File: src/rtl/bcd_stopwatch.sv
// -----------------------------------------------------------------------------
// bcd_stopwatch
//
// Fully synchronous BCD stopwatch / countdown timer for the display datapath.
// The system clock is divided internally into a count tick, so no derived
// clocks exist. The packed BCD count runs up (stopwatch, wraps with an ovf
// pulse) or down (timer, stops at zero in the EXPIRED state).
//
// Optional feature macro: BCD_STOPWATCH_LAP_EN
//   Defined   : a lap pulse while running toggles a display hold. The count
//               keeps running underneath the held value.
//   Undefined : lap is ignored and digits always show the live count.
//
// Parameters
//   DIGITS     number of BCD digits (1..8); digit 0 is least significant
//   TICK_DIV   clk cycles per count tick (>= 2)
//
// Ports
//   clk         in   system clock, rising edge
//   clear       in   synchronous active-high reset
//   start_stop  in   single-cycle pulse, toggles run/stop
//   up          in   1 = count up, 0 = count down (sampled on each tick)
//   load        in   single-cycle pulse, presets count (STOPPED/EXPIRED only)
//   load_value  in   packed BCD preset, nibbles > 9 saturate to 9
//   lap         in   single-cycle pulse, toggles display hold (lap builds)
//   digits      out  packed BCD display value
//   running     out  high in RUNNING
//   ovf         out  one-cycle pulse on an all-9s -> all-0s wrap
//   done        out  high in EXPIRED
// -----------------------------------------------------------------------------
module bcd_stopwatch #(
  parameter int DIGITS   = 4,
  parameter int TICK_DIV = 50000
) (
  input  logic                clk,
  input  logic                clear,
  input  logic                start_stop,
  input  logic                up,
  input  logic                load,
  input  logic [4*DIGITS-1:0] load_value,
  input  logic                lap,
  output logic [4*DIGITS-1:0] digits,
  output logic                running,
  output logic                ovf,
  output logic                done
);

  localparam int W     = 4 * DIGITS;
  localparam int DIV_W = (TICK_DIV > 2) ? $clog2(TICK_DIV) : 1;
  localparam logic [DIV_W-1:0] DIV_LAST = DIV_W'(TICK_DIV - 1);

  typedef enum logic [1:0] {
    ST_STOPPED = 2'd0,
    ST_RUNNING = 2'd1,
    ST_EXPIRED = 2'd2
  } state_t;

  // ---------------------------------------------------------------------------
  // BCD helpers. Inputs are always valid BCD, so digit arithmetic never sees
  // values above 9.
  // ---------------------------------------------------------------------------
  function automatic logic [W-1:0] f_bcd_inc(input logic [W-1:0] v);
    logic [W-1:0] r;
    logic         carry;
    r     = v;
    carry = 1'b1;
    for (int i = 0; i < DIGITS; i++) begin
      if (carry) begin
        if (v[4*i +: 4] == 4'd9) begin
          r[4*i +: 4] = 4'd0;
        end else begin
          r[4*i +: 4] = v[4*i +: 4] + 4'd1;
          carry       = 1'b0;
        end
      end
    end
    return r;
  endfunction

  function automatic logic [W-1:0] f_bcd_dec(input logic [W-1:0] v);
    logic [W-1:0] r;
    logic         borrow;
    r      = v;
    borrow = 1'b1;
    for (int i = 0; i < DIGITS; i++) begin
      if (borrow) begin
        if (v[4*i +: 4] == 4'd0) begin
          r[4*i +: 4] = 4'd9;
        end else begin
          r[4*i +: 4] = v[4*i +: 4] - 4'd1;
          borrow      = 1'b0;
        end
      end
    end
    return r;
  endfunction

  function automatic logic [W-1:0] f_bcd_sat(input logic [W-1:0] v);
    logic [W-1:0] r;
    r = v;
    for (int i = 0; i < DIGITS; i++) begin
      if (v[4*i +: 4] > 4'd9) r[4*i +: 4] = 4'd9;
    end
    return r;
  endfunction

  // ---------------------------------------------------------------------------
  // State and datapath registers
  // ---------------------------------------------------------------------------
  state_t           r_state;
  logic [W-1:0]     r_count;
  logic [DIV_W-1:0] r_div;
  logic             r_ovf;

  state_t           w_state_nxt;
  logic [W-1:0]     w_count_nxt;
  logic [DIV_W-1:0] w_div_nxt;
  logic             w_ovf_nxt;
  logic             w_tick;
  logic [W-1:0]     w_inc;
  logic [W-1:0]     w_dec;

  assign w_tick = (r_state == ST_RUNNING) && (r_div == DIV_LAST);
  assign w_inc  = f_bcd_inc(r_count);
  assign w_dec  = f_bcd_dec(r_count);

  // NOTE: clear is sampled on the clock edge only; every register in this
  // block (there is no memory array) returns to its reset value through it.
  // NOTE: sequential state uses non-blocking assignments so all registers
  // update from the same pre-edge values.
  always_ff @(posedge clk) begin
    if (clear) begin
      r_state <= ST_STOPPED;
      r_count <= '0;
      r_div   <= '0;
      r_ovf   <= 1'b0;
    end else begin
      r_state <= w_state_nxt;
      r_count <= w_count_nxt;
      r_div   <= w_div_nxt;
      r_ovf   <= w_ovf_nxt;
    end
  end

  // Next-state / datapath logic. Priority within a cycle: load, then
  // start_stop, then the tick; clear is handled in the register process.
  // NOTE: every output of this block gets a default first, so no path can
  // leave a value unassigned and infer a latch.
  always_comb begin
    w_state_nxt = r_state;
    w_count_nxt = r_count;
    w_div_nxt   = r_div;
    w_ovf_nxt   = 1'b0;

    unique case (r_state)
      ST_STOPPED: begin
        if (load) begin
          w_count_nxt = f_bcd_sat(load_value);
          w_div_nxt   = '0;
        end else if (start_stop) begin
          if (!up && (r_count == '0)) begin
            w_state_nxt = ST_EXPIRED;
          end else begin
            w_state_nxt = ST_RUNNING;
            w_div_nxt   = '0;
          end
        end
      end

      ST_RUNNING: begin
        // load is ignored while running. A stop coinciding with a tick wins:
        // the tick is discarded and div stays at its last value.
        if (start_stop) begin
          w_state_nxt = ST_STOPPED;
        end else if (w_tick) begin
          w_div_nxt = '0;
          if (up) begin
            w_count_nxt = w_inc;
            // Only all-9s increments to all-0s.
            w_ovf_nxt   = (w_inc == '0);
          end else if (r_count == '0) begin
            // Reachable after an up-wrap to zero followed by a direction
            // change; the count never goes below zero.
            w_state_nxt = ST_EXPIRED;
          end else begin
            w_count_nxt = w_dec;
            if (w_dec == '0) w_state_nxt = ST_EXPIRED;
          end
        end else begin
          w_div_nxt = r_div + 1'b1;
        end
      end

      ST_EXPIRED: begin
        if (load) begin
          w_state_nxt = ST_STOPPED;
          w_count_nxt = f_bcd_sat(load_value);
          w_div_nxt   = '0;
        end else if (start_stop) begin
          w_state_nxt = ST_STOPPED;
        end
      end

      default: begin
        w_state_nxt = ST_STOPPED;
      end
    endcase
  end

  assign running = (r_state == ST_RUNNING);
  assign done    = (r_state == ST_EXPIRED);
  assign ovf     = r_ovf;

  // ---------------------------------------------------------------------------
  // Lap hold
  // ---------------------------------------------------------------------------
`ifdef BCD_STOPWATCH_LAP_EN
  logic         r_hold;
  logic [W-1:0] r_lap;
  logic         w_lap_toggle;
  logic         w_hold_release;

  // lap loses to a same-cycle start_stop; load only acts outside RUNNING, so
  // it never competes with a lap toggle.
  assign w_lap_toggle   = (r_state == ST_RUNNING) && lap && !start_stop;
  assign w_hold_release = load && (r_state != ST_RUNNING);

  always_ff @(posedge clk) begin
    if (clear) begin
      r_hold <= 1'b0;
      r_lap  <= '0;
    end else if (w_hold_release) begin
      r_hold <= 1'b0;
    end else if (w_lap_toggle) begin
      r_hold <= ~r_hold;
      // Capture only when entering hold; the live count shows on release.
      if (!r_hold) r_lap <= r_count;
    end
  end

  assign digits = r_hold ? r_lap : r_count;
`else
  logic w_unused_lap;
  assign w_unused_lap = lap;
  assign digits       = r_count;
`endif

endmodule

File: config.mk
export PLATFORM = sky130hd
export DESIGN_NAME = bcd_stopwatch
export DESIGN_NICKNAME = d
export VERILOG_FILES = /design/src/rtl/bcd_stopwatch.sv
export SDC_FILE = /design/constraint.sdc
export NUM_CORES = 1
export LEC_CHECK = 0
export ABC_AREA = 1
export BUFFER_PORTS_ARGS = -buffer_cell sky130_fd_sc_hd__buf_2
export CAP_MARGIN = 20
export CORE_UTILIZATION = 53
export DETAILED_ROUTE_END_ITERATION = 7
export PLACE_DENSITY = 0.77
export REMOVE_ABC_BUFFERS = 1
export SYNTH_ARGS = -nofsm -noshare
export SYNTH_HDL_FRONTEND = slang
export SYNTH_SLANG_ARGS = --single-unit
File: constraint.sdc
create_clock -name clk -period 1.7 [get_ports clk]
set_input_delay 0.51 -clock clk [delete_from_list [all_inputs] [get_ports clk]]
set_output_delay 0.51 -clock clk [all_outputs]
set_load 0.005 [all_outputs]
# ---- After elaboration in Yosys (flattened, before gate mapping)
# Index checks and enable logic that the tools add are counted.
dict set report classes {
  order_cmp 4
  mux 52
  eq_ne 20
  bitwise 3
  reduce_logical 18
  addsub 9
}
# cell n
set ops {}
lappend ops {{two-way mux 16 bit} 11}
lappend ops {{two-way mux 4 bit} 18}
lappend ops {{zero test 16 bit} 3}
lappend ops {{one-hot mux 16 bit (3 select lines)} 1}
lappend ops {{one-hot mux 16 bit (2 select lines)} 1}
lappend ops {{two-way mux 2 bit} 10}
lappend ops {{adder 16 x 1 -> 16 bit (second input constant)} 1}
lappend ops {{adder 4 x 1 -> 4 bit (second input constant)} 4}
lappend ops {{equality test 16 bit (second input constant)} 1}
lappend ops {{equality test 4 bit (second input constant)} 4}
lappend ops {{greater-than comparator 4 bit (second input constant)} 4}
lappend ops {{zero test 4 bit} 4}
lappend ops {{subtractor 4 x 1 -> 4 bit (second input constant)} 4}
lappend ops {{inequality test 3 bit (second input constant)} 5}
lappend ops {{two-way mux 1 bit} 10}
lappend ops {{AND reduction 5 bit} 2}
lappend ops {{inequality test 2 bit (second input constant)} 4}
lappend ops {{one-hot mux 2 bit (3 select lines)} 1}
lappend ops {{AND reduction 6 bit} 1}
lappend ops {{OR reduction 5 bit} 1}
lappend ops {{inequality test 2 x 1 -> 1 bit (second input constant)} 2}
lappend ops {{inequality test 4 x 2 -> 1 bit (second input constant)} 1}
lappend ops {{inequality test 3 x 2 -> 1 bit (second input constant)} 1}
lappend ops {{NOT 1 bit} 3}
lappend ops {{other kinds (8)} 9}
dict set report word_totals {
  register_bits 35
  in_bits 22
  wordCells 110
}

# ---- Depth between registers and ports, before layout
# Gate-level depths: netlist (run 1).
dict set report depth {
  word_depth 12
  depth_mapped 17
}

# ---- Worst setup path after synthesis (run 1)
# No wires, ideal clock.
dict set report synth_timing {
  kind {register to register}
  from {register r_state[0]}
  to {register r_count[8], in the netlist digits[8]}
  n_path_buf 2
  required_ns 1.581
  path_stages_with_launch 11
  t_arrival_ns 1.726
  synth_period_minus_slack_ns 1.846
  setup_slack_ns -0.146
  path_cell_list {dfxtp_1 -> inv_1 -> ha_1 -> nor2_1 -> clkbuf_1 -> inv_1 -> clkbuf_1 -> o21ai_0 -> nand2_1 -> o21ai_0 -> a21oi_1}
}
dict set report synth_via {
  elab_chain_len 4
}
# item line_no
set synth_rtl {}
lappend synth_rtl {{start: declaration} 110} ;# state_t r_state;
lappend synth_rtl {{start signal: assignment} 138} ;# r_state <= w_state_nxt;
lappend synth_rtl {{equality test 2 bit (tied with other cells)} 155} ;# unique case (r_state)
lappend synth_rtl {{OR reduction 2 bit (no source line) or logical AND 1 bit (tied branches)} n/a}
lappend synth_rtl {{inequality test 2 x 1 -> 1 bit (no source line) or nonzero test 2 bit (tied branches)} n/a}
lappend synth_rtl {{AND reduction 5 bit (no source line)} n/a}
lappend synth_rtl {{end signal: assignment} 139} ;# r_count <= w_count_nxt;
lappend synth_rtl {{end: declaration} 111} ;# logic [W-1:0] r_count;
# Several ways; a longest one is shown, not always the timed one.
# A chain may end at the register's enable or synchronous reset.

# ---- Worst setup path in the final report (run 1)
dict set report layout_timing {
  from {register r_div[0]}
  to {register r_count[6], in the netlist digits[6]}
}
dict set report layout_via {
  elab_chain_len 4
}
# item line_no
set layout_rtl {}
lappend layout_rtl {{start: declaration} 112} ;# logic [DIV_W-1:0] r_div;
lappend layout_rtl {{start signal: assignment} 140} ;# r_div <= w_div_nxt;
lappend layout_rtl {{equality test 16 bit} 123} ;# assign w_tick = (r_state == ST_RUNNING) && (r_div == DIV_LAST);
lappend layout_rtl {{logical AND 1 bit} 123}
lappend layout_rtl {{inequality test 2 x 1 -> 1 bit (no source line)} n/a}
lappend layout_rtl {{AND reduction 5 bit (no source line)} n/a}
# Every way passes these cells.

==> key figures, run 1 <==
Status
  • Status: finished, violations left
  • Failing checks: DRC, setup timing

Cells and area
  • Fin nets: 654
  • Commonest non-fill, non-tap cell in the layout: buf_4
  • Area grow syn2layout: 58.8%
  • Final core occ: 89.1%
  • Antenna cell count: 0
  • Commonest cells after routing, fill and taps aside: buf_4, nand2_1, nor2_1
  • Layout cells sized above 1: 46.0%

Detailed routing
  • Vias: 4540
  • Drt initial violations: 889
  • # DRC: 10
  • Routed wirelength normalized by instance count: 20.8 um
  • Final WL: 14.5 mm
  • Vias per cell: 6.50
  • Drt pass-1 iters: 8
  • DRT antenna net count: 0

Global routing
  • Vias in the first global route: 4067
  • Overflow after GRT: 0
  • Gr usage total: 41.8%
  • Largest net degree at the start of global routing: 19
  • First-pass GRT wire length: 19.6 mm
  • Initial antenna violation count: 0

Floorplanning
  • Number of placement rows: 26
  • Die area: 5840 um^2
  • Die Y-Extent: 76.5 um
  • Die width: 76.5 um
  • Core Footprint: 5240 um^2
  • Initial Utilization: 56.1%
  • IO Count: 41

Setup path
  • Critical Path AT: 2.42 ns
  • CP endpoint kind: flop
  • Critical Path RT: 1.94 ns
  • Critical R2R Launch: r_div[0]
  • Crit Path Class: flop to flop
  • CP startpoint kind: flop
  • Max FO, Critical Path: 7
  • Crit path from: r_div[0]

STA
  • Max_slew headroom: 66.5%
  • Final min period: 2.18 ns
  • Final setup skew: 0.0110 ns
  • # setup viols final: 36
  • Hold Vio Cnt, Final: 0
  • Fin crit share: 128%
  • Setup ws final: -0.478 ns
  • RSZ-0062 raised after global routing: yes
  • Tightest Pin Transition: 0.499 ns
  • Max Freq: 0.459 GHz
  • Final Max Slew Viols: 0

Logic synthesis
  • Leading area contributor after synthesis: dfxtp_1
  • Syn_area_per_cell: 6.18 um^2
  • Yosys reg bits: 35
  • Sequential element share of the synthesized area: 23.9%
  • Ys async rst share: 0%
  • Synthesized netlist cell count: 475
  • Largest cells by area after synthesis: dfxtp_1, nand2_1, nor2_1
  • Synthesized area: 2940 um^2
  • Synth Flop Type: dfxtp_1
  • Synth top area share: 23.9%
  • EDFF count, synth: 0
  • Ys Warns: 0
  • Distinct cells, synth: 46

CTS
  • Worst skew pair latency: 0.32 ns
  • Total CTS buffers: 5
  • CTS root buf: clkbuf_8
  • CTS clk-pin slew, worst paths: 0.09 ns
  • Worst-case clock buffer depth: 2
  • CTS HTree Levels: 2
  • Clock sink count: 35
  • CTS tree: yes

Flow run
  • Max-cap violations: 0

Min path
  • Hold WC Path Type: flop to flop
  • Hold Path Origin: r_div[15]

Placed design
  • GPL Wtd Cong: 0.948
  • Hpwl dp: 6.81 mm
  • PortBufs: 39

Pwr
  • PD cells: 1960 nW/um^2
  • Peak VDD IR: 1.48 mV
  • P_leak: 2.19 nW
  • Tot Pwr: 9.15 mW
==> cells by family (layout without fill, tap and decap cells) <==
| group | Yosys count | in the layout | synth area share [%] |
|---|---|---|---|
| xor gates and xnor gates | 11 | 11 | 3.28 |
| adders and majority gates | 5 | 5 | 2.13 |
| buffers and inverters | 75 | 228 | 10.9 |
| AOI/OAI and AO/OA | 102 | 102 | 20.1 |
| DFF | 35 | 35 | 23.9 |
| and+or+nand+nor | 247 | 247 | 39.7 |
==> timing repair <==
item | 4_1_cts | 5_1_grt
endpoints found under the setup margin | 37 | 37
buffers inserted | 20 | 4
gates cloned | 4 | 0
gates resized for setup | 111 | 34
pin swaps | 25 | 14
hold buffers | 0 | 0
hold endpoints to repair | 0 | 0
==> power breakdown <==
part / switching (mW) / total (mW) / leakage [nW] / internal (mW)
registers: 0.227 / 1.27 / 0.291 / 1.04
logic: 4.14 / 7.21 / 1.86 / 3.07
clock network: 0.391 / 0.678 / 0.0412 / 0.288
total: 4.76 / 9.15 / 2.19 / 4.40
==> worst max-delay path, cell delays in order (launching register included) <==
cell and delay (ns):
dfxtp_2 0.38, ha_4 0.16, nand2_4 0.06, nor2_4 0.11, nand3_2 0.09, nor3_4 0.17
nor2_2 0.11, nor4_4 0.26, nand2_4 0.21, buf_12 0.20, nor2_4 0.09, nand2_1 0.09
a21oi_1 0.15
==> final timing paths <==
path,end,slack (ns),cells past startpoint
setup / recovery,digits[6],-0.48,12
setup reg to reg,digits[6],-0.48,12
hold / removal,r_div[15],0.56,2
hold reg to reg,r_div[15],0.56,2
==> flip-flops by register name, indices dropped and copies added (netlist names) <==
signal / cells
r_div: 16
ovf: 1
digits: 16
r_state: 2
==> metal layers <==
layer  track usage [%]  up-vias  share of wire [%]
li1                  -     1866                  -
met1              50.4     1993                 34
met2              66.8      498                 43
met3              8.38      183                 14
met4              28.7        0                8.8
met5                 0        -                  0
==> cell type report <==
type | instances | area, um^2
Fill cell | 236 | 572
Tap cell | 70 | 87.6
Sequential cell | 35 | 717
Multi-Input combinational cell | 365 | 2310
Clock inverter | 2 | 12.5
Timing Repair Buffer | 157 | 1210
Clock buffer | 6 | 72.6
Inverter | 63 | 253
==> through the flow <==
step / setup TNS [ns] / area [um^2] / instances / hold WS, ns / setup WS, ns
6_report: -10.78 / 4670 / 698 / 0.560 / -0.478
5_1_grt: -12.62 / 4670 / 698 / 0.588 / -0.543
3_3_place_gp: -4.51 / 3830 / 662 / 0.474 / -0.200
3_5_place_dp: -5.65 / 3830 / 662 / 0.487 / -0.260
4_1_cts: -3.30 / 4510 / 694 / 0.500 / -0.156
2_1_floorplan: -18.18 / 2860 / 463 / 0.457 / -0.727
==> Yosys cell counts, types with 3 or more instances <==
master    number
nand2_1       97
nor2_1        68
inv_1         54
o21ai_0       46
dfxtp_1       35
a21oi_1       30
nand3_1       30
xor2_1        11
nor3_1        10
inv_2          7
nand2_2        7
nand4_1        7
nor2_2         6
o211ai_1       6
clkbuf_1       5
ha_1           5
buf_6          4
nor2_4         4
o21ai_1        4
a211oi_2       3
nand2_4        3
nor3b_1        3
Power figures use the tool's default switching activity.
==> run 2: changes to the inputs <==
--- a/config.mk
+++ b/config.mk
@@ -9,6 +9,7 @@
 export BUFFER_PORTS_ARGS = -buffer_cell sky130_fd_sc_hd__buf_2
 export CAP_MARGIN = 20
 export CORE_UTILIZATION = 53
+export CTS_BUF_LIST = sky130_fd_sc_hd__clkbuf_16
 export DETAILED_ROUTE_END_ITERATION = 7
 export PLACE_DENSITY = 0.77
 export REMOVE_ABC_BUFFERS = 1
==> constraint.sdc (replaced) <==
create_clock -name clk -period 1.7 [get_ports clk]
set_input_delay 0.17 -clock clk [delete_from_list [all_inputs] [get_ports clk]]
set_output_delay 0.17 -clock clk [all_outputs]
set_load 0.005 [all_outputs]
==> key figures, run 2 (same netlist as run 1, synthesis figures left out) <==
Setup path
  • CP endpoint kind: flop
  • Critical Path AT: 2.43 ns (about the same)
  • Most used cell along the critical path: nand2_1
  • CP startpoint kind: flop
  • Max FO, Critical Path: 6 (-1)
  • Crit Path Class: flop to flop
  • Critical Path Max Stage Delay: 0.36 ns (-0.02 ns)
  • CP Cell Sequence: buf_4, inv_2, nand2_2, nor2_4, nand2_2, clkinv_4, nand2_1, o21ai_0, nand3_1, nand2_1, o211ai_1, o211ai_1, nand2_1, inv_1
  • Critical Path RT: 1.93 ns (about the same)
  • CP max-delay cell: dfxtp_4

CTS
  • CTS hold repair buffers: 0 (unchanged)
  • CTS tree: yes
  • CTS root buf: clkbuf_16
  • Worst-case clock buffer depth: 2 (unchanged)
  • Total CTS buffers: 5 (unchanged)
  • Clock sink count: 35 (unchanged)
  • Worst skew pair latency: 0.29 ns (-0.03 ns)
  • CTS clk-pin slew, worst paths: 0.06 ns (-0.03 ns)
  • CTS HTree Levels: 2 (unchanged)

Placed design
  • Hpwl dp: 6.58 mm (-3.4%)
  • GPL Wtd Cong: 0.935 (-1.4%)
  • PortBufs: 39 (unchanged)
  • Worst slack, placed: -0.244 ns (+0.0160 ns)

Detailed routing
  • Final WL: 14.7 mm (+1.1%)
  • Vias per cell: 6.66 (+2.5%)
  • Drt initial violations: 830 (-6.6%)
  • DRT antenna net count: 0 (unchanged)
  • Routed wirelength normalized by instance count: 21.1 um (+1.8%)
  • Drt pass-1 iters: 8 (unchanged)
  • Vias: 4618 (+1.7%)
  • # DRC: 114 (+104)

Pwr
  • PD cells: 1980 nW/um^2 (+1.1%)
  • Tot Pwr: 9.26 mW (+1.2%)
  • Sw power: 4.75 mW (-0.14%)
  • Clk pwr share: 10.2% (+2.8 points)
  • Peak VDD IR: 1.42 mV (-3.9%)
  • Internal power: 4.51 mW (+2.6%)
  • P_leak: 2.15 nW (-2.1%)
  • Sw Ratio: 51.3% (-0.67 points)
  • Reg power frac: 13.4% (-0.5 points)
  • Comb power frac: 76.3% (-2.4 points)

STA
  • Max_slew headroom: 67.5% (+1.0 points)
  • Min Hold Slack: 0.292 ns (-0.268 ns)
  • Final Max Slew Viols: 0 (unchanged)
  • Final min period: 2.20 ns (+0.0198 ns)
  • Tightest Pin Transition: 0.483 ns (-0.0166 ns)
  • RSZ-0062 raised after global routing: yes
  • Fin crit share: 129% (+1.2 points)
  • Final setup skew: 0.00632 ns (-0.00464 ns)
  • Hold Vio Cnt, Final: 0 (unchanged)
  • Setup ws final: -0.498 ns (-0.0198 ns)
  • Max Freq: 0.455 GHz (-0.90%)
  • # setup viols final: 35 (-2.8%)

Floorplanning
  • Number of placement rows: 26 (unchanged)
  • Die width: 76.5 um (unchanged)
  • Die Y-Extent: 76.5 um (unchanged)
  • Initial Utilization: 56.1% (unchanged)
  • Die area: 5840 um^2 (unchanged)
  • IO Count: 41 (unchanged)
  • Core Footprint: 5240 um^2 (unchanged)

Cells and area
  • Commonest cells after routing, fill and taps aside: buf_4, nand2_1, nor2_1
  • Commonest non-fill, non-tap cell in the layout: buf_4
  • Layout cells sized above 1: 44.9% (-1.1 points)
  • Area grow syn2layout: 58.9% (about the same)
  • Filler cells: 232 (-1.7%)
  • Sequential cell area: 717 um^2 (unchanged)
  • Fin nets: 649 (-0.76%)
  • Final core occ: 89.1% (about the same)
  • Footprint of the multi-input gates: 2310 um^2 (-0.32%)
  • Antenna cell count: 0 (unchanged)

Global routing
  • Initial antenna violation count: 0 (unchanged)
  • Gr usage total: 37.1% (-4.7 points)
  • Overflow after GRT: 0 (unchanged)
  • First-pass GRT wire length: 17.4 mm (-11%)
  • Largest net degree at the start of global routing: 26 (+7)
  • Vias in the first global route: 3783 (-7.0%)

Status
  • Failing checks: DRC, setup timing
  • Status: finished, violations left

Flow run
  • Max-cap violations: 0 (unchanged)

Min path
  • Hold WC Path Type: input pin to flop
==> run 2: changes by cell type in the layout (fill, tap and decap cells not counted), moves of 4 or more <==
cell | before | now
nand2_1 | 84 | 80
buf_4 | 100 | 92
nor3_2 | 3 | 7
buf_6 | 12 | 17
clkbuf_8 | 5 | 0
clkbuf_16 | 0 | 7
==> run 2: repair_timing <==
action / in CTS / in global routing
setup buffers: 17 / 10
pin swaps: 19 / 23
gates resized for setup: 73 / 71
hold endpoints to repair: 0 / 0
endpoints found under the setup margin: 35 / 35
cloned: 1 / 3
==> run 2: layout make-up <==
| class | count | area share [%] |
|---|---|---|
| multi-input cells | 365 | 49.4 |
| repair buffers | 152 | 24.7 |
| flip-flops and latches | 35 | 15.4 |
| inverters | 63 | 5.52 |
| clock buffers | 5 | 2.68 |
| well taps | 70 | 1.88 |
| clock inverters | 3 | 0.429 |
==> run 2: routing by layer <==
layer  share of wire, %  up-vias  global-route usage [%]
met5                  0        -                       0
met4                9.0        0                    19.8
met3                 16      203                    6.35
met2                 42      539                    62.9
met1                 33     2021                    44.5
li1                   -     1855                       -
==> run 2: final timing paths <==
path,slack [ns],end,from,cells after the start
max reg2reg,-0.50,digits[11],digits[2],14
min reg2reg,0.51,digits[13],digits[13],2
min,0.29,digits[12],load_value[12],5
max,-0.50,digits[11],digits[2],14
==> run 2: metrics by stage <==
| stage | cells | setup TNS, ns | cell area (um^2) |
|---|---|---|---|
| finish | 693 | -10.09 | 4670 |
| global route | 693 | -12.71 | 4670 |
| CTS | 680 | -3.17 | 4280 |
| detailed placement | 655 | -5.38 | 3770 |
| global placement | 655 | -3.30 | 3770 |
| floorplan | 463 | -18.18 | 2860 |
==> run 2: critical path: cells and delay by family (launching register included) <==
family,cells,cell delay [ns]
and+or+nand+nor,7,0.85
buffers and inverters,4,0.38
AOI/OAI and AO/OA,3,0.55
DFF,1,0.36
==> run 2: power groups by stage <==
stage | registers [mW] | clock network [mW] | logic, mW
final | 1.24 | 0.948 | 7.07
after global routing | 1.26 | 0.974 | 7.26
after CTS | 1.21 | 0.918 | 5.36
after detailed placement | 1.20 | 0 | 4.57
after global placement | 1.19 | 0 | 4.49
after floorplan | 1.27 | 0 | 2.52
==> run 3: changes to the inputs <==
--- a/config.mk
+++ b/config.mk
@@ -5,13 +5,12 @@
 export SDC_FILE = /design/constraint.sdc
 export NUM_CORES = 1
 export LEC_CHECK = 0
-export ABC_AREA = 1
 export BUFFER_PORTS_ARGS = -buffer_cell sky130_fd_sc_hd__buf_2
 export CAP_MARGIN = 20
-export CORE_UTILIZATION = 53
+export CORE_UTILIZATION = 50
 export CTS_BUF_LIST = sky130_fd_sc_hd__clkbuf_16
 export DETAILED_ROUTE_END_ITERATION = 7
-export PLACE_DENSITY = 0.77
+export PLACE_DENSITY = 0.71
 export REMOVE_ABC_BUFFERS = 1
 export SYNTH_ARGS = -nofsm -noshare
 export SYNTH_HDL_FRONTEND = slang
==> constraint.sdc (replaced) <==
create_clock -name clk -period 2.35 [get_ports clk]
set_input_delay 0.235 -clock clk [delete_from_list [all_inputs] [get_ports clk]]
set_output_delay 0.235 -clock clk [all_outputs]
set_load 0.005 [all_outputs]
==> key figures, run 3 <==
Setup path
  • Setup slack, reg-to-reg: 0.07 ns (+0.57 ns)
  • Critical Path AT: 2.50 ns (+0.07 ns)
  • Setup crit end: ovf
  • Critical Path Max Stage Delay: 0.47 ns (+0.11 ns)
  • R2R depth: 7 (-7)
  • Critical Path RT: 2.57 ns (+0.64 ns)
  • Crit path from: digits[5]
  • Crit Path Class: flop to flop
  • Reg-to-Reg End: ovf
  • CP max-delay cell: or3_1
  • CP endpoint kind: flop
  • Critical R2R Launch: digits[5]
  • Max FO, Critical Path: 11 (+5)
  • CP Cell Sequence: buf_4, nand4bb_2, or3_1, o21ai_1, o211ai_1, a2111oi_0, o211a_1
  • WP buf/inv: 1 (-3)
  • CP startpoint kind: flop
  • Delay-heaviest family, CP: compound AO/OA/AOI/OAI gates
  • Critical path depth: 7 (-7)

Placed design
  • GPL Wtd Cong: 0.886 (-5.3%)
  • Worst slack, placed: 0.0466 ns (+0.291 ns)
  • Dpl cells: 526 (-20%)
  • PortBufs: 39 (unchanged)
  • Hpwl dp: 6.11 mm (-7.1%)
  • Placed Area: 3330 um^2 (-12%)

Logic synthesis
  • Synth top area share: 23.7% (-0.12 points)
  • Largest cells by area after synthesis: dfxtp_1, o21ai_0, nor2_1
  • Yosys reg bits: 35 (unchanged)
  • Syn_area_per_cell: 7.08 um^2 (+14%)
  • Synthesized netlist cell count: 417 (-12%)
  • Most numerous cell in the Yosys netlist: nor2_1
  • Sequential element share of the synthesized area: 23.7% (-0.12 points)
  • Leading area contributor after synthesis: dfxtp_1
  • EDFF count, synth: 0 (unchanged)
  • Synthesized area: 2950 um^2 (+0.51%)
  • Commonest cells post-synth: nor2_1, nand2_1, dfxtp_1, o21ai_0, a21oi_1
  • Synth Flop Type: dfxtp_1
  • Ys Warns: 0 (unchanged)
  • Ys async rst share: 0% (unchanged)
  • Distinct cells, synth: 63 (+37%)

Cells and area
  • Layout cells sized above 1: 21.9% (-23 points)
  • Commonest non-fill, non-tap cell in the layout: nor2_1
  • Filler cells: 527 (+130%)
  • Final Instance Area: 3530 um^2 (-24%)
  • Fin nets: 488 (-25%)
  • Area grow syn2layout: 19.6%
  • Final non-filler cell total: 533 (-23%)
  • Commonest cells after routing, fill and taps aside: nor2_1, buf_2, nand2_1
  • Antenna cell count: 0 (unchanged)

Global routing
  • Initial antenna violation count: 0 (unchanged)
  • Gr usage total: 28.9% (-8.2 points)
  • Largest net degree at the start of global routing: 28 (+7.7%)
  • First-pass GRT wire length: 14.2 mm (-18%)
  • Vias in the first global route: 3020 (-20%)
  • Overflow after GRT: 0 (unchanged)

Detailed routing
  • # DRC: 0 (-100%)
  • Drt initial violations: 236 (-72%)
  • Vias: 3317 (-28%)
  • Routed wirelength normalized by instance count: 16.1 um (-24%)
  • Final WL: 8.57 mm (-42%)
  • DRT antenna net count: 0 (unchanged)
  • Drt pass-1 iters: 7 (-1)
  • Vias per cell: 6.22 (-6.6%)

Floorplanning
  • Die width: 78.9 um (+3.1%)
  • Core Footprint: 5610 um^2 (+7.1%)
  • IO Count: 41 (unchanged)
  • Die area: 6220 um^2 (+6.4%)
  • Number of placement rows: 27 (+3.8%)
  • Initial Utilization: 52.7% (-3.4 points)
  • Die Y-Extent: 78.9 um (+3.1%)

STA
  • Max Freq: 0.439 GHz (-3.4%)
  • Final Max Slew Viols: 0 (unchanged)
  • Max_slew headroom: 60.4% (-7.1 points)
  • # setup viols final: 0 (-100%)
  • TNS Setup: 0 ns (+10.09 ns)
  • Setup ws final: 0.0745 ns (+0.572 ns)
  • Final setup skew: 0.00528 ns (-0.00103 ns)
  • Fin crit share: 96.8% (-32 points)
  • Tightest Pin Transition: 0.589 ns (+0.106 ns)
  • Final min period: 2.28 ns (+0.0776 ns)
  • Hold Vio Cnt, Final: 0 (unchanged)

Pwr
  • Reg power frac: 22.0% (+8.6 points)
  • Clk pwr share: 19.2% (+9.0 points)
  • Sw power: 1.75 mW (-63%)
  • Comb power frac: 58.7% (-18 points)
  • P_leak: 1.38 nW (-36%)
  • Peak VDD IR: 0.520 mV (-63%)
  • Sw Ratio: 44.9% (-6.4 points)
  • Internal power: 2.15 mW (-52%)
  • PD cells: 1100 nW/um^2 (-44%)

CTS
  • CTS HTree Levels: 2 (unchanged)
  • CTS root buf: clkbuf_16
  • Clock sink count: 35 (unchanged)
  • Worst-case clock buffer depth: 2 (unchanged)
  • CTS tree: yes
  • Total CTS buffers: 5 (unchanged)
  • CTS clk-pin slew, worst paths: 0.06 ns (about the same)
  • Worst skew pair latency: 0.28 ns (about the same)

Min path
  • Hold WC Path Type: input pin to flop

Flow run
  • Max-cap violations: 0 (unchanged)

Status
  • Status: finished clean
[run 3: cell types whose count changed after synthesis, sizes merged, moves of 6 or more]
cell | previous run | this run
inv | 62 | 16
clkbuf | 6 | 23
and3 | 1 | 7
a311oi | 0 | 6
o21ai | 51 | 37
nor2 | 78 | 41
nand3 | 32 | 11
xor2 | 11 | 2
nand2 | 108 | 38
xnor2 | 0 | 11
nor3 | 12 | 24
nor2b | 0 | 6
[run 3: logic make-up after synthesis]
family / after synthesis / share of synthesized area, %
buffers and inverters: 50 / 7.16
flip-flops: 35 / 23.7
AO/OA/AOI/OAI: 126 / 27.7
XOR/XNOR: 13 / 3.86
AND/OR/NAND/NOR: 183 / 33.7
multiplexers: 5 / 1.74
adder cells (fa/ha/maj): 5 / 2.12
[run 3: how the worst min path moves through the flow]
stage,start,slack [ns],cells after the start,endpoint
finish,load_value[1],0.29,3,digits[1]
global route,load_value[1],0.31,3,digits[1]
CTS,load_value[1],0.29,3,digits[1]
detailed placement,r_div[1],0.46,2,r_div[1]
global placement,r_div[1],0.46,2,r_div[1]
floorplan,clear,0.30,1,digits[0]
[run 3: power by group through the flow]
stage	Sequential, mW	Clock [mW]	Combinational (mW)
after global routing	0.878	0.787	2.52
after detailed placement	0.862	0	2.19
after CTS	0.850	0.759	2.21
after global placement	0.855	0	2.14
after floorplan	0.998	0	1.23
final	0.859	0.749	2.29
[run 3: repair_timing]
action,4_1_cts,5_1_grt
setup endpoints to repair,0,29
hold buffers,0,0
resized for setup,0,12
setup buffers,0,0
[run 3: metrics by stage]
step                      total power [mW]  hold slack [ns]  utilization (%)
after floorplan                       2.23            0.304                -
after global placement                2.99            0.455             59.3
after detailed placement              3.05            0.464             59.3
after CTS                             3.82            0.287             62.2
after global routing                  4.19            0.310             63.0
final                                 3.90            0.286             63.0
[run 3: worst reg2reg max path: stages (launching register included)]
cell       delay (ns)
dfxtp_1          0.31
buf_4            0.17
nand4bb_2        0.35
or3_1            0.47
o21ai_1          0.22
o211ai_1         0.14
a2111oi_0        0.36
o211a_1          0.21
[run 3: layout make-up]
| class | count | area, um^2 | area share [%] |
|---|---|---|---|
| inverters | 16 | 60.1 | 1.70 |
| well taps | 72 | 90.1 | 2.55 |
| flip-flops and latches | 35 | 701 | 19.8 |
| multi-input cells | 332 | 2080 | 59.0 |
| clock inverters | 2 | 37.5 | 1.06 |
| clock buffers | 5 | 125 | 3.54 |
| repair buffers | 71 | 435 | 12.3 |
[run 3: metal layers]
layer	wire (um)	up-vias	track usage, %	part of all wire, %
met5	0	-	0	0
met4	202	0	9.09	2.4
met3	541	23	5.75	6.3
met2	4240	145	52.4	49
met1	3580	1524	33.8	42
li1	-	1625	-	-
